<file path="src/rtl/yconf_loader_if.sv">
// rtl/yconf_loader_if.sv - row-in / readback-out handshake bundle for yconf_loader
interface yconf_loader_if #(
    parameter int BLOCKWIDTH = 8
) ();
    logic                  in_valid;
    logic                  in_ready;
    logic [BLOCKWIDTH-1:0] in_data;
    logic                  out_valid;
    logic                  out_ready;
    logic [BLOCKWIDTH-1:0] out_data;

    modport master (
        output in_valid, in_data, out_ready,
        input  in_ready, out_valid, out_data
    );

    modport slave (
        input  in_valid, in_data, out_ready,
        output in_ready, out_valid, out_data
    );
endinterface

</file>
<file path="src/rtl/yconf_loader.sv">
// rtl/yconf_loader.sv - drives a yellow-cell configuration chain (confclk/cbitin) and captures cbitout readback
module yconf_loader #(
    parameter int BLOCKWIDTH = 8,
    parameter int CHAINLEN   = 24,
    parameter int CLRCYC     = 4,
    parameter int HICYC      = 2,
    parameter int LOCYC      = 2
) (
    input  logic                  clk,
    input  logic                  reset_n,
    input  logic                  start,
    input  logic                  clear_first,
    output logic                  busy,
    output logic                  done,
    yconf_loader_if.slave         io,
    output logic                  blk_reset,
    output logic                  confclk,
    output logic [BLOCKWIDTH-1:0] cbitin,
    input  logic [BLOCKWIDTH-1:0] cbitout
);
    localparam int TMAX = (CLRCYC > HICYC) ? ((CLRCYC > LOCYC) ? CLRCYC : LOCYC)
                                           : ((HICYC > LOCYC) ? HICYC : LOCYC);
    localparam int TW   = $clog2(TMAX + 1);
    localparam int RW   = $clog2(CHAINLEN + 1);

    typedef enum logic [2:0] {
        IDLE, CLEAR, WAIT_ROW, SETUP, HIGH, LOW, PUSH, DONE
    } state_t;

    state_t                state_q, state_d;
    logic [TW-1:0]         timer_q, timer_d;
    logic [RW-1:0]         rowcnt_q, rowcnt_d;
    logic [BLOCKWIDTH-1:0] cbitin_q, cbitin_d;
    logic [BLOCKWIDTH-1:0] out_data_q, out_data_d;
    logic                  out_valid_q, out_valid_d;
    logic                  confclk_q, confclk_d;
    logic                  blk_reset_q, blk_reset_d;

    always_ff @(posedge clk or negedge reset_n) begin
        if (!reset_n) begin
            state_q     <= IDLE;
            timer_q     <= '0;
            rowcnt_q    <= '0;
            cbitin_q    <= '0;
            out_data_q  <= '0;
            out_valid_q <= 1'b0;
            confclk_q   <= 1'b0;
            blk_reset_q <= 1'b0;
        end else begin
            state_q     <= state_d;
            timer_q     <= timer_d;
            rowcnt_q    <= rowcnt_d;
            cbitin_q    <= cbitin_d;
            out_data_q  <= out_data_d;
            out_valid_q <= out_valid_d;
            confclk_q   <= confclk_d;
            blk_reset_q <= blk_reset_d;
        end
    end

    always_comb begin
        state_d     = state_q;
        timer_d     = timer_q;
        rowcnt_d    = rowcnt_q;
        cbitin_d    = cbitin_q;
        out_data_d  = out_data_q;
        out_valid_d = out_valid_q;
        case (state_q)
            IDLE: begin
                if (start) begin
                    rowcnt_d = '0;
                    timer_d  = '0;
                    state_d  = clear_first ? CLEAR : WAIT_ROW;
                end
            end
            // CLRCYC cycles with blk_reset high, then one quiet cycle
            CLEAR: begin
                if (timer_q == TW'(CLRCYC)) begin
                    timer_d = '0;
                    state_d = WAIT_ROW;
                end else begin
                    timer_d = timer_q + 1'b1;
                end
            end
            WAIT_ROW: begin
                if (io.in_valid) begin
                    cbitin_d = io.in_data;
                    state_d  = SETUP;
                end
            end
            SETUP: begin
                timer_d = '0;
                state_d = HIGH;
            end
            HIGH: begin
                if (timer_q == TW'(HICYC - 1)) begin
                    timer_d = '0;
                    state_d = LOW;
                end else begin
                    timer_d = timer_q + 1'b1;
                end
            end
            LOW: begin
                if (timer_q == TW'(LOCYC - 1)) begin
                    timer_d     = '0;
                    out_data_d  = cbitout;
                    out_valid_d = 1'b1;
                    state_d     = PUSH;
                end else begin
                    timer_d = timer_q + 1'b1;
                end
            end
            // no further strobe until the host has taken the readback row
            PUSH: begin
                if (io.out_ready) begin
                    out_valid_d = 1'b0;
                    rowcnt_d    = rowcnt_q + 1'b1;
                    state_d     = (rowcnt_d == RW'(CHAINLEN)) ? DONE : WAIT_ROW;
                end
            end
            DONE:    state_d = IDLE;
            default: state_d = IDLE;
        endcase
        confclk_d   = (state_d == HIGH);
        blk_reset_d = (state_d == CLEAR) && (timer_d < TW'(CLRCYC));
    end

    assign busy         = (state_q != IDLE) && (state_q != DONE);
    assign done         = (state_q == DONE);
    assign io.in_ready  = (state_q == WAIT_ROW);
    assign io.out_valid = out_valid_q;
    assign io.out_data  = out_data_q;
    assign blk_reset    = blk_reset_q;
    assign confclk      = confclk_q;
    assign cbitin       = cbitin_q;
endmodule

</file>
<file path="src/flat_wrapper.sv">
// flat-port wrapper written by rule: the top's interface ports become plain ports
module yconf_loader_flat 
#(
    parameter int BLOCKWIDTH = 8,
    parameter int CHAINLEN   = 24,
    parameter int CLRCYC     = 4,
    parameter int HICYC      = 2,
    parameter int LOCYC      = 2
)
  (clk, reset_n, start, clear_first, busy, done, blk_reset, confclk, cbitin, cbitout, io_in_valid, io_in_data, io_out_ready, io_in_ready, io_out_valid, io_out_data);
  yconf_loader_if #(.BLOCKWIDTH(BLOCKWIDTH)) io_i ();
  input  logic clk;
  input  logic reset_n;
  input  logic start;
  input  logic clear_first;
  output logic busy;
  output logic done;
  output logic blk_reset;
  output logic confclk;
  output logic [BLOCKWIDTH-1:0] cbitin;
  input  logic [BLOCKWIDTH-1:0] cbitout;
  input wire logic [$bits(io_i.in_valid)-1:0] io_in_valid;
  input wire logic [$bits(io_i.in_data)-1:0] io_in_data;
  input wire logic [$bits(io_i.out_ready)-1:0] io_out_ready;
  output wire logic [$bits(io_i.in_ready)-1:0] io_in_ready;
  output wire logic [$bits(io_i.out_valid)-1:0] io_out_valid;
  output wire logic [$bits(io_i.out_data)-1:0] io_out_data;
  assign io_i.in_valid = io_in_valid;
  assign io_i.in_data = io_in_data;
  assign io_i.out_ready = io_out_ready;
  assign io_in_ready = io_i.in_ready;
  assign io_out_valid = io_i.out_valid;
  assign io_out_data = io_i.out_data;
  yconf_loader #(.BLOCKWIDTH(BLOCKWIDTH), .CHAINLEN(CHAINLEN), .CLRCYC(CLRCYC), .HICYC(HICYC), .LOCYC(LOCYC)) u_core (.clk(clk), .reset_n(reset_n), .start(start), .clear_first(clear_first), .busy(busy), .done(done), .io(io_i), .blk_reset(blk_reset), .confclk(confclk), .cbitin(cbitin), .cbitout(cbitout));
endmodule
</file>
<file path="config.mk">
export PLATFORM = sky130hd
export DESIGN_NAME = yconf_loader_flat
export DESIGN_NICKNAME = d
export VERILOG_FILES = /design/src/rtl/yconf_loader_if.sv /design/src/rtl/yconf_loader.sv /design/src/flat_wrapper.sv
export SDC_FILE = /design/constraint.sdc
export NUM_CORES = 1
export LEC_CHECK = 0
export CORE_MARGIN = 1
export CORE_UTILIZATION = 30
export DETAILED_ROUTE_END_ITERATION = 8
export HOLD_SLACK_MARGIN = 0.15
export MAX_ROUTING_LAYER = met4
export SKIP_CTS_REPAIR_TIMING = 1
export SLEW_MARGIN = 20
export SYNTH_ARGS = -nofsm -noshare
export SYNTH_HDL_FRONTEND = slang
export SYNTH_SLANG_ARGS = --single-unit
</file>
<file path="constraint.sdc">
create_clock -name clk -period 2.4 [get_ports clk]
set_clock_uncertainty 0.15 [all_clocks]
set_input_delay 0.24 -clock clk [delete_from_list [all_inputs] [get_ports clk]]
set_output_delay 0.24 -clock clk [all_outputs]
set_load 0.01 [all_outputs]
</file>
==> impl_metrics.json <==
{
  "row_count": 26,
  "ys_ff_latch": 30,
  "place_congestion": 0.867,
  "wl_per_cell_um": 12.8,
  "syn-num-nets": 168,
  "viasPerCell": 4.71,
  "port_buffers": 43,
  "max_slew_margin": 0.639,
  "power_frac_comb": 0.484,
  "synth_adder_area_share": 0.0467,
  "syn_to_final_growth_pct": 36.4,
  "clk_latency_ps": 280,
  "finalPower_mw": 2.51,
  "die_h_um": 75.2,
  "synth.largest_area_cell": "dfrtp_1",
  "leakagePower_nw": 0.938,
  "cap_viol_max_count": 0,
  "drive_above_1_share": 0.186,
  "min_period_over_period": 0.913,
  "dr.pass1.iters": 4,
  "vias": 1215,
  "regToRegSetupSlack_ps": 530,
  "ys_seq_area_frac": 0.467,
  "antennaDiodeCount": 0,
  "synth_mux_area_frac": 0.131,
  "coreArea_um2": 5140,
  "powerDensity_nw_per_um2": 1140,
  "pwr-share-seq": 0.368,
  "timing.final.ws_setup_ps": 209,
  "tns_ps": 0,
  "synth_cell_types": 49,
  "grt_overflow": 0,
  "crit_buf_inv": 1,
  "final_cells": 258,
  "grt_pass1_vias": 1116,
  "fillers": 533,
  "grt_setup_unrepaired": "no",
  "tritoncts": "yes",
  "multi_input_area_um2": 806,
  "cp_slowest_stage_delay_ps": 580,
  "wl_um": 3300,
  "synth-xor-area-share": 0.0163,
  "numClockSinks": 30,
  "htreeDepth": 2,
  "ioPinCount": 44,
  "fmax_mhz": 456,
  "setup_viol": 0,
  "die_width_um": 75.2,
  "hp-class": "in -> async",
  "start_util": 0.313,
  "syn-mean-instance-area_um2": 11.5,
  "slew_viol_final": 0,
  "grt_max_degree": 31,
  "setup.worst_path.class": "reg -> out",
  "tightest_slew_ps": 541,
  "cp.arrival_ps": 1800,
  "p_sw_uw": 880,
  "dominantRegCellSynth": "dfrtp_1",
  "place.detailed.hpwl_um": 2450,
  "nets": 216,
  "drc": 0,
  "ir_drop_mv": 0.312,
  "end_kind": "output pin",
  "detail-route-antenna-nets": 0,
  "pre_cts_ws_ps": 510,
  "cp.required_ps": 2010,
  "status": "completed",
  "crit_family": "flip-flops",
  "netlist_area_um2": 1610,
  "placed_cells": 251,
  "cts_root_buffer": "clkbuf_8",
  "critPathMaxFanout": 18,
  "track_usage": 0.135,
  "numCtsBuffers": 5,
  "cp-start-kind": "flip-flop",
  "dieArea_um2": 5660,
  "synthSimpleGateAreaFrac": 0.172,
  "dr.first_iter.drc_count": 43,
  "synth.top_cell.area_share": 0.467,
  "synth_top_family_by_area": "simple AND/OR/NAND/NOR gates",
  "synth_compound_area_frac": 0.135,
  "clockPowerShare": 0.148,
  "regArea_um2": 751,
  "cp_slowest_cell": "dfrtp_1",
  "crit_chain": "and3_1 > nor2_1 > clkdlybuf4s50_1",
  "holdWs_ps": 186,
  "synth_edf_count": 0,
  "ys_warn_count": 0,
  "intPower_mw": 1.63,
  "finalHoldViolCount": 0,
  "syn-instance-count": 140,
  "yosys-top-cells-area": "dfrtp_1 (47%), mux2_4 (7.5%), mux2_2 (5.6%)",
  "synthArstFlopShare": 1.00,
  "cts_max_path_buffers": 2,
  "antenna_found_initial": 0,
  "period_needed_ps": 2190,
  "clkTransAtPathRegs_ps": 60,
  "grt_pass1_wl_um": 5380,
  "swShare": 0.351
}
## final cells by class
type,instances,share of cell area
timing repair buffer,46,0.206
clock buffer,5,0.0314
clock inverter,2,0.00456
multi-input combinational,100,0.367
tap,70,0.0399
sequential,30,0.342
inverter,5,0.00855
## power by group through the flow
stage | Sequential [mW] | Clock (mW) | Combinational [mW]
final | 0.922 | 0.372 | 1.21
after floorplan | 0.923 | 0 | 0.731
after global placement | 0.926 | 0 | 1.22
after global routing | 0.956 | 0.410 | 1.35
after CTS | 0.923 | 0.391 | 1.24
after detailed placement | 0.932 | 0 | 1.23
## cells in the final DEF, fill, tap and decap left out, types with 3 or more instances in the layout
master	n
a21oi_1	3
mux2_4	8
mux2_2	8
clkdlybuf4s50_1	43
dfrtp_1	30
ha_1	6
buf_4	3
nand3_1	5
nand2_1	9
inv_1	4
nand2b_1	3
o21ai_0	9
nor2_1	8
clkbuf_8	5
## synthesized netlist by cell type (all sizes together), types with 2 or more instances
| master | number |
|---|---|
| dfrtp | 30 |
| mux2 | 16 |
| o21ai | 10 |
| nand2 | 9 |
| nor2 | 8 |
| ha | 6 |
| nand3 | 6 |
| buf | 5 |
| inv | 5 |
| a21oi | 3 |
| and3 | 3 |
| nand2b | 3 |
| nand3b | 3 |
| a21bo | 2 |
| a21boi | 2 |
| a31oi | 2 |
| nand4b | 2 |
| nor2b | 2 |
| nor3 | 2 |
| nor3b | 2 |
| or2 | 2 |
| xnor2 | 2 |
## worst register-to-register path, delay by kind of cell, from the launching register on
| family | cells | cell delay, ps |
|---|---|---|
| and+or+nand+nor | 2 | 270 |
| adders and majority gates | 1 | 230 |
| buffers and inverters | 2 | 350 |
| muxes | 1 | 330 |
| DFF | 1 | 430 |
## logic make-up after synthesis
| group | after synthesis |
|---|---|
| compound gates | 31 |
| fa+ha+maj | 6 |
| xor+xnor | 3 |
| mux | 16 |
| flops | 30 |
| buf+inv | 10 |
| simple gates | 44 |
## sequential cells by signal, summed over array words and instances, names as in the netlist
signal               count
u_core.blk_reset         1
u_core.cbitin            8
u_core.confclk           1
u_core.io.out_data       8
u_core.io.out_valid      1
u_core.rowcnt_q          5
u_core.state_q           3
u_core.timer_q           3
## per-layer routing
metal	up-vias	global-route usage	share of wire
li1	599	-	-
met1	577	0.176	0.48
met2	33	0.192	0.44
met3	6	0.0375	0.055
met4	0	0.0679	0.021
met5	-	-	0
## worst paths after layout
kind                       cells past startpoint                 from               endpoint
hold / removal                                 2              reset_n      u_core.timer_q[0]
setup / recovery                               3    u_core.state_q[2]                   busy
min in group clk                               1  u_core.io.out_valid    u_core.io.out_valid
max in group asynchronous                      2              reset_n    u_core.io.out_valid
setup reg to reg                               6    u_core.timer_q[1]  u_core.io.out_data[4]
hold reg to reg                                1  u_core.io.out_valid    u_core.io.out_valid
## through the flow
| step | util | area, µm² |
|---|---|---|
| 2_1_floorplan | - | 1610 |
| 3_3_place_gp | 0.412 | 2120 |
| 3_5_place_dp | 0.412 | 2120 |
| 4_1_cts | 0.427 | 2190 |
| 5_1_grt | 0.427 | 2190 |
| 6_report | 0.427 | 2190 |
Power figures use the tool's default switching activity.
